### src/rtl/sha256_msg_sched.sv
// sha256_msg_sched: SHA-256 message schedule expander.
// Loads 16 message words, then streams W[0..NUM_WORDS-1].
module sig0 (
  input  logic [31:0] x,
  output logic [31:0] y
);
  assign y = {x[6:0], x[31:7]} ^ {x[17:0], x[31:18]} ^ {3'b0, x[31:3]};
endmodule

module sha256_msg_sched #(
  parameter int NUM_WORDS = 64
) (
  input  logic        clk,
  input  logic        rst,
  input  logic        abort,
  input  logic        in_valid,
  output logic        in_ready,
  input  logic [31:0] in_data,
  output logic        out_valid,
  input  logic        out_ready,
  output logic [31:0] out_data,
  output logic [5:0]  out_idx,
  output logic        out_last,
  output logic        busy
);
  typedef enum logic {LOAD, EMIT} state_e;

  localparam logic [5:0] LAST_IDX = 6'(NUM_WORDS - 1);

  state_e      state_q, state_d;
  logic [3:0]  in_cnt_q, in_cnt_d;
  logic [5:0]  t_q, t_d;
  logic [31:0] w_q [16];
  logic [31:0] w_d [16];
  logic [31:0] s0, s1, w_next;
  logic        in_fire, out_fire;

  function automatic logic [31:0] sig1_f(input logic [31:0] x);
    return {x[16:0], x[31:17]} ^ {x[18:0], x[31:19]} ^ {10'b0, x[31:10]};
  endfunction

  sig0 u_sig0 (
    .x (w_q[1]),
    .y (s0)
  );

  assign s1     = sig1_f(w_q[14]);
  assign w_next = s1 + w_q[9] + s0 + w_q[0];

  assign in_ready  = (state_q == LOAD);
  assign out_valid = (state_q == EMIT);
  assign out_data  = w_q[0];
  assign out_idx   = t_q;
  assign out_last  = (state_q == EMIT) && (t_q == LAST_IDX);
  assign busy      = (state_q == EMIT) || (in_cnt_q != 4'd0);

  assign in_fire  = in_ready && in_valid;
  assign out_fire = out_valid && out_ready;

  always_comb begin
    state_d  = state_q;
    in_cnt_d = in_cnt_q;
    t_d      = t_q;
    w_d      = w_q;
    if (abort) begin
      state_d  = LOAD;
      in_cnt_d = 4'd0;
      t_d      = 6'd0;
    end else if (in_fire) begin
      for (int i = 0; i < 15; i++) w_d[i] = w_q[i+1];
      w_d[15]  = in_data;
      in_cnt_d = in_cnt_q + 4'd1;
      if (in_cnt_q == 4'd15) begin
        state_d  = EMIT;
        in_cnt_d = 4'd0;
        t_d      = 6'd0;
      end
    end else if (out_fire) begin
      for (int i = 0; i < 15; i++) w_d[i] = w_q[i+1];
      w_d[15] = w_next;
      t_d     = t_q + 6'd1;
      if (t_q == LAST_IDX) begin
        state_d = LOAD;
        t_d     = 6'd0;
      end
    end
  end

  always_ff @(posedge clk or negedge rst) begin
    if (!rst) begin
      state_q  <= LOAD;
      in_cnt_q <= 4'd0;
      t_q      <= 6'd0;
      for (int i = 0; i < 16; i++) w_q[i] <= 32'd0;
    end else begin
      state_q  <= state_d;
      in_cnt_q <= in_cnt_d;
      t_q      <= t_d;
      w_q      <= w_d;
    end
  end
endmodule
### config.mk
export PLATFORM = sky130hd
export DESIGN_NAME = sha256_msg_sched
export DESIGN_NICKNAME = d
export VERILOG_FILES = /design/src/rtl/sha256_msg_sched.sv
export SDC_FILE = /design/constraint.sdc
export NUM_CORES = 1
export LEC_CHECK = 0
export CAP_MARGIN = 20
export CORE_MARGIN = 2
export CORE_UTILIZATION = 60
export DETAILED_ROUTE_END_ITERATION = 12
export DONT_BUFFER_PORTS = 1
export PLACE_DENSITY_LB_ADDON = 0.05
export SYNTH_ARGS = -nofsm -noshare
export SYNTH_HDL_FRONTEND = slang
export SYNTH_HIERARCHICAL = 1
export SYNTH_SLANG_ARGS = --single-unit
export TNS_END_PERCENT = 5
### constraint.sdc
create_clock -name clk -period 5.3 [get_ports clk]
set_input_delay 1.59 -clock clk [delete_from_list [all_inputs] [get_ports clk]]
set_output_delay 1.59 -clock clk [all_outputs]
set_load 0.05 [all_outputs]
# Word level (Yosys, flattened, before mapping)
# Index checks and enable logic that the tools add are counted.
# classes
n_bitwise	6
n_mux	15
n_div	0
n_mul	0
shift	0
n_addsub	5
magnitude_cmp	0
eq_ne	3
n_reduce_logical	12
# ops
operator	count
$mux W512	2
$add A32 B32 Y32	3
$xor A32 B32 Y32	2
$xor A32 B22 Y32	1
$xor A32 B29 Y32	1
$mux W6	5
$mux W4	3
$add A6 B1 Y6 const B	1
$eq A6 B6 Y1 const B	1
$reduce_bool A3 Y1	2
$mux W1	5
$add A4 B1 Y4 const B	1
$eq A4 B4 Y1 const B	1
$reduce_and A2 Y1	2
$reduce_bool A2 Y1	2
$reduce_bool A4 Y1	1
$logic_and A1 B1 Y1	3
$ne A3 B2 Y1 const B	1
$reduce_and A3 Y1	1
$not A1 Y1	2
$logic_or A1 B1 Y1	1
# word_totals
latchBits	0
regBits	523
mem_bits_rw	0
mem_count	0
rom_bits	0

# Logic depth before layout (Yosys ltp)
# Gate-level depths: netlist (run 1).
# depth
depth_word	7
mapped_depth	15
ltp_nobuf	15

# Cells and area by module
# The synthesis (run 1) kept the hierarchy.
# by_module_without_submodules
mod	area_per_inst_um2	n_inst	cells_each
sha256_msg_sched	24304.6	1	2775
sig0	730.7	1	32

# Worst setup path after synthesis (run 1)
# No wires, ideal clock.
# synth_path
kind	register to output
start	reg t_q[0] (netlist: out_idx[0])
end	out out_last
required_ns	3.710
slack_ns	1.546
n_path_buf	0
stages_incl_launch_ff	4
arrival_ns	2.164
path_cell_list	dfrtp_1 -> ha_1 -> nand3_1 -> nor3_1
# synth_between
elab_chain_cells	2
# synth_lines
element	line_no	text
start, declared	32	logic [5:0] t_q, t_d;
start signal, assigned	98	t_q <= t_d;
$eq A6 B6 Y1	54	assign out_last = (state_q == EMIT) && (t_q == LAST_IDX);
$logic_and A1 B1 Y1	54	
end, declared	23	output logic out_last,
# Every way passes these cells.

# Worst setup path after layout (run 1)
# layout_path
start	reg w_q[453] (netlist name)
end	reg w_q[22] (netlist name)
# layout_between
elab_cells_between_ends	6
# layout_rtl
element	line_no	text
start, declared	33	logic [31:0] w_q [16];
start signal, assigned	99	w_q <= w_d;
$xor A32 B29 Y32	7	assign y = {x[6:0], x[31:7]} ^ {x[17:0], x[31:18]} ^ {3'b0, x[31:3]};
via s0[2]	35	logic [31:0] s0, s1, w_next;
$add A32 B32 Y32 (2 in series)	48	assign w_next = s1 + w_q[9] + s0 + w_q[0];
$mux W512	78	end else if (out_fire) begin
$mux W512	69	end else if (in_fire) begin
# The timed path passes the listed nets, and every way through them passes these cells. The select of a mux whose other input is x is not followed.
# A chain may end at the register's enable or synchronous reset.

==> out/summary.txt, run 1 <==
hold path cells: 2
Buffers on Ports: 0
nets: 2,828
IO Count: 79
synth unique cells: 62
Pwr Total: 18,580 µW
clk sinks: 523
Slew @ Worst Pin: 1.659 ns
Worst Hold Class: reg -> reg
Tot GR Track Use: 29.03%
CTS buffer count: 53
worst hold margin: 0.4492 ns
Mapped Nets: 2,940
post-CTS setup buffers: 0
clk_lat worst skew: 0.62 ns
register bit total from synthesis: 523
largest net degree at the start of global routing: 524
share of post-route cells with drive strength above 1: 4.496%
post-cts sizing count: 0
Clock transition at path regs: 0.06 ns
DP HPWL: 41,350 µm
Initial Util: 61.04%
final worst slack: 1.007 ns
clock buffer depth: 3
CTS tree: built
worst r2r path cells: 13
met2 WL: 27,470 µm
DR DRC count: 0
sequential share of the synthesized area: 52.28%
pwr/cell area: 696.7 nW/µm²
row count: 74
Final Hold Fails: 0
Area growth, synth to finish: 6.547%
top layer in use: met5
Critical Path AT: 4.73 ns
met3 wire len: 3744 µm
area of the die: 43,380 µm²
Post-synth EDFFs: 0
Setup WS pre-CTS: 1.050 ns
CORE AREA: 41,020 µm²
post-route cell area: 26,670 µm²
Via density: 5.390
DRT iter0 DRCs: 1,869
Hold Startpoint: w_q[148]
status: complete, but fails checks
R2R setup slack: 1.01 ns
Die Ht: 208.3 µm
RSZ-0062 raised after global routing: no
Met1 Wirelength: 27,460 µm
Root Driver: clkbuf_16
CP max FO: 5
first-pass GRT wire length: 96,890 µm
Final ANT Viol Nets: 0
routed wire length: 60,700 µm
Max Cap Viol: 0
Setup Crit Path Kind: reg -> reg
CP cell instances: xor3_1 -> inv_1 -> fa_1 -> fa_1 -> inv_1 -> ha_1 -> a21o_1 -> and4_1 -> o211ai_1 -> a31oi_1 -> o21ai_1 -> xor2_1 -> o22ai_1
ant diodes: 0
Worst Setup Start Kind: flop
cell taking the most area after synthesis: dfrtp_1
Max VDD drop: 0.0004309 V
H-tree depth: 2
Yosys top cell area share: 52.28%
Critical R2R Launch: w_q[453]
top cells by area, synth: dfrtp_1 (52%), nand2_1 (20%), fa_1 (5.0%), inv_1 (2.4%), xor3_1 (2.4%)
first drt pass iteration count: 5
Post-Route Setup TNS: 0 ns
Synth async-reset ratio: 100.0%
synthesized cell area: 25,040 µm²
Leakage: 0.01404 µW
Worst Path Required: 5.74 ns
DR vias: 17,610
vias in the first global route: 17,070
routability cong.: 0.9158
Avg WL per Cell: 18.57 µm
min Tclk post-route: 4.293 ns
residual overflow from global routing: 0
WHS Endpoint: w_q[180]
CP max-delay cell: fa_1
Worst Skew: 0.03369 ns
Slew Viols, Final: 123
final setup vio count: 0
Mean Syn Cell Area: 8.919 µm²
critical path endpoint category: flop
relative slew slack: -10.62%
violated checks: slew limit
final worst-path cycle share: 81.01%
yosys warns: 6
CP max stage delay: 0.64 ns
maximum clock frequency: 0.2329 GHz
# hold bufs at CTS: 0
Synth Instances: 2,807
worst reg2reg endpoint: w_q[22]
Die Wd: 208.3 µm
Main synth FF type: dfrtp_1
antenna violations before repair: 0
DP Area: 24,980 µm²
==> worst max-delay path by stage <==
stage                from  endpoint  cells past startpoint  slack (ns)
5_1_grt          w_q[464]   w_q[22]                     13        0.73
2_1_floorplan  out_idx[0]  out_last                      3        1.55
3_5_place_dp     w_q[464]   w_q[22]                     13        1.05
4_1_cts          w_q[464]   w_q[22]                     13        1.01
6_report         w_q[453]   w_q[22]                     13        1.01
3_3_place_gp     w_q[449]   w_q[22]                     13        0.99
==> cell families (layout without fill, tap and decap cells) <==
logic type	after synthesis	count (layout)	synth area share, %
xor gates and xnor gates	109	109	5.642
and+or+nand+nor	1450	1450	22.38
buffers and inverters	347	276	6.337
AOI/OAI and AO/OA	277	277	6.502
muxes	5	5	0.1999
adders and majority gates	96	96	6.657
DFF	523	523	52.28
==> state kept, by name (all words and copies together), names as in the netlist <==
register and flops:
w_q 480, out_data 32, out_idx 6, in_cnt_q 4, out_valid 1
==> through the flow <==
| stage | utilization [%] | cells |
|---|---|---|
| final | 65.03 | 3268 |
| after global routing | 65.03 | 3268 |
| after CTS | 65.03 | 3268 |
| after detailed placement | 60.91 | 3172 |
| after global placement | 60.91 | 3172 |
| after floorplan | - | 2807 |
==> cells in the mapped netlist, types with 7 or more instances <==
library cell and instances:
nor2_1 50, a21oi_2 9, buf_4 32, xor3_1 25, a21oi_1 67, buf_2 82, nand2_1 1323, ha_1 34
or3_1 7, o21ai_1 15, o22ai_1 8, o211ai_1 8, xor2_1 42, nand4_1 11, nand3_1 17, fa_1 62
o21ai_0 117, a31oi_1 10, a21o_1 8, xnor2_1 37, nor3_1 17, and3_1 9, clkbuf_1 58, inv_1 162
dfrtp_1 523
==> power breakdown <==
group / leakage, µW / internal (µW) / switching [µW] / total, µW
sequential: 0.00695 / 4960 / 1070 / 6030
clock: 0.000834 / 2050 / 1560 / 3620
combinational: 0.00626 / 3410 / 5520 / 8940
total: 0.0140 / 10400 / 8160 / 18600
==> layout make-up <==
type	instances	area [µm²]
tap	532	665.6
timing repair buffer	17	240.2
clock buffer	79	1534
inverter	163	611.8
fill	3434	14340
multi-input combinational	1937	10380
clock inverter	17	156.4
sequential	523	13090
==> worst max-delay path: cells and delay by family, from the launching register on <==
family / cells / cell delay, ns
AO/OA/AOI/OAI: 5 / 1.09
XOR/XNOR: 2 / 0.73
adder cells (fa/ha/maj): 3 / 1.43
buffers and inverters: 2 / 0.14
flip-flops: 1 / 0.46
AND/OR/NAND/NOR: 1 / 0.25
==> cells in the final DEF (no fill, tap or decap), types with 15 or more instances in the layout <==
master / instances
a21oi_1: 67
xor2_1: 42
dfrtp_1: 523
ha_1: 34
inv_1: 162
xnor2_1: 37
nand2_1: 1323
o21ai_1: 15
nor2_1: 50
nor3_1: 17
o21ai_0: 117
clkbuf_16: 53
xor3_1: 25
nand3_1: 17
clkbuf_1: 15
fa_1: 62
==> metal layers <==
layer | track usage, % | vias to the layer above
li1 | - | 8462
met4 | 9.650 | 2
met5 | 1.001 | -
met1 | 42.77 | 8636
met2 | 43.61 | 418
met3 | 5.600 | 95
Power figures use the tool's default switching activity.
==> run 2, diff against run 1 <==
==> constraint.sdc (replaced) <==
create_clock -name clk -period 4.18 [get_ports clk]
set_input_delay 1.254 -clock clk [delete_from_list [all_inputs] [get_ports clk]]
set_output_delay 1.254 -clock clk [all_outputs]
set_load 0.05 [all_outputs]
==> run 2 against run 1 <==
Compared with the run above:
- the run still ends with slew limit left
- clock skew increased by 0.0045 ns
- non-clock buffer count is 52 higher
- clock-buffer cell count down 3
- register-to-register slack worse by 0.95 ns
- largest cell class unchanged
- maximum frequency up 4.0%
- worst setup slack got worse by 0.95 ns
- sequential cell count stayed put
==> out/summary.txt, run 2 (synthesis gave the netlist of run 1 again) <==
status: complete, but fails checks
violated checks: slew limit
clk_lat worst skew: 0.62 ns
DR vias: 17,860
Max VDD drop: 0.0005891 V
relative slew slack: -12.69%
IO Count: 79
Via density: 5.377
worst reg2reg endpoint: w_q[21]
clk sinks: 523
Root Driver: clkbuf_16
CORE AREA: 41,020 µm²
Final ANT Viol Nets: 0
CP max FO: 7
Slew @ Worst Pin: 1.690 ns
Worst Setup Start Kind: flop
antenna violations before repair: 1
critical path endpoint category: flop
Worst Hold Class: in -> async
Worst Skew: 0.03817 ns
row count: 74
max FFs per register: 480
Initial Util: 61.04%
Critical R2R Launch: w_q[459]
share of post-route cells with drive strength above 1: 7.207%
largest net degree at the start of global routing: 524
clock buffer depth: 3
vias in the first global route: 17,590
final core occ: 66.47%
Buffers on Ports: 0
Setup crit start: w_q[459]
DR DRC count: 0
Sequential Area: 13,100 µm²
first-pass GRT wire length: 97,410 µm
CTS buffer count: 53
Final Hold Fails: 0
Max Cap Viol: 0
final worst-path cycle share: 98.76%
worst r2r path cells: 13
most common cell after layout, fill and taps aside: nand2_1
commonest non-fill, non-tap cells in the layout: nand2_1 (1,323), dfrtp_1 (514), inv_1 (162)
CTS tree: built
Leakage: 0.01437 µW
pwr/cell area: 892.2 nW/µm²
Worst Setup EP: w_q[21]
RSZ-0062 raised after global routing: yes
Clock transition at path regs: 0.06 ns
Die Ht: 208.3 µm
Slew Viols, Final: 165
final setup vio count: 0
DP HPWL: 42,010 µm
Area growth, synth to finish: 8.896%
Pwr Total: 24,320 µW
R2R setup slack: 0.05 ns
Worst Path Required: 4.63 ns
Die Wd: 208.3 µm
Multi-input gate area: 10,420 µm²
Biggest register: w_q
nets: 2,880
routability cong.: 0.9332
# hold bufs at CTS: 0
fill count: 3,405
H-tree depth: 2
area of the die: 43,380 µm²
residual overflow from global routing: 0
DRT iter0 DRCs: 1,767
maximum clock frequency: 0.2422 GHz
Tot GR Track Use: 28.95%
Avg WL per Cell: 18.42 µm
routed wire length: 61,170 µm
first drt pass iteration count: 5
min Tclk post-route: 4.128 ns
ant diodes: 0
Setup Crit Path Kind: reg -> reg
Critical Path AT: 4.58 ns
run 2: changes by cell type in the layout (fill, tap and decap cells not counted), sizes merged:
cell      delta
clkinv       -2
bufinv       +3
inv          +1
clkbuf       -3
buf         +52
clkinvlp     +2
run 2: how the worst min path moves through the flow:
stage	start	endpoint	slack, ns	cells past startpoint
after floorplan	w_q[19]	w_q[51]	0.43	2
after global placement	w_q[158]	w_q[190]	0.45	2
after detailed placement	w_q[117]	w_q[149]	0.45	2
after CTS	rst	w_q[316]	0.31	0
after global routing	rst	w_q[348]	0.31	0
final	rst	w_q[348]	0.33	0
run 2: layout make-up:
class / instances / share of cell area [%]
Clock buffer: 76 / 5.732
Clock inverter: 21 / 0.9408
Inverter: 163 / 2.244
Multi-Input combinational cell: 1937 / 38.23
Sequential cell: 523 / 48.05
Tap cell: 532 / 2.442
Timing Repair Buffer: 69 / 2.359
run 2: what timing repair did:
action                                  4_1_cts  5_1_grt
endpoints found under the setup margin        0       15
resized for setup                             0       19
setup buffers                                 0        1
run 2: worst max-delay path, stage by stage (launching register included):
cell	delay, ns
dfrtp_1	0.43
xor3_1	0.48
inv_1	0.11
fa_1	0.48
fa_1	0.57
inv_1	0.04
ha_1	0.38
a211oi_2	0.22
o21bai_1	0.15
a21o_1	0.21
a221o_4	0.40
a21boi_2	0.15
xor2_1	0.24
o22ai_1	0.10
run 2: per-layer routing:
metal / share of wire [%] / routed length (µm) / GRT usage [%] / up-vias
met5: 0.011 / 7 / 0 / -
met1: 45 / 27360 / 42.34 / 8709
met3: 6.5 / 3964 / 5.343 / 96
met2: 46 / 27940 / 44.03 / 499
met4: 3.1 / 1898 / 9.849 / 2
li1: - / - / - / 8551
run 2: per-stage QoR:
stage           TNS (ns)  hold slack, ns  setup slack [ns]  area, µm²  std cells
6_report               0          0.3272           0.05180      27260       3321
3_3_place_gp           0          0.4467            0.1491      25380       3223
3_5_place_dp           0          0.4468            0.1293      25380       3223
2_1_floorplan          0          0.4334            0.5411      25040       2807
5_1_grt        -0.007560          0.3126         -0.006093      27260       3321
4_1_cts                0          0.3136           0.08464      27200       3320
run 2: report_power, final:
| group | switching [µW] | leakage, µW | total, µW | internal [µW] |
|---|---|---|---|---|
| clock network | 2020 | 0.000894 | 4870 | 2850 |
| logic | 7450 | 0.00654 | 12100 | 4620 |
| registers | 1090 | 0.00694 | 7380 | 6300 |
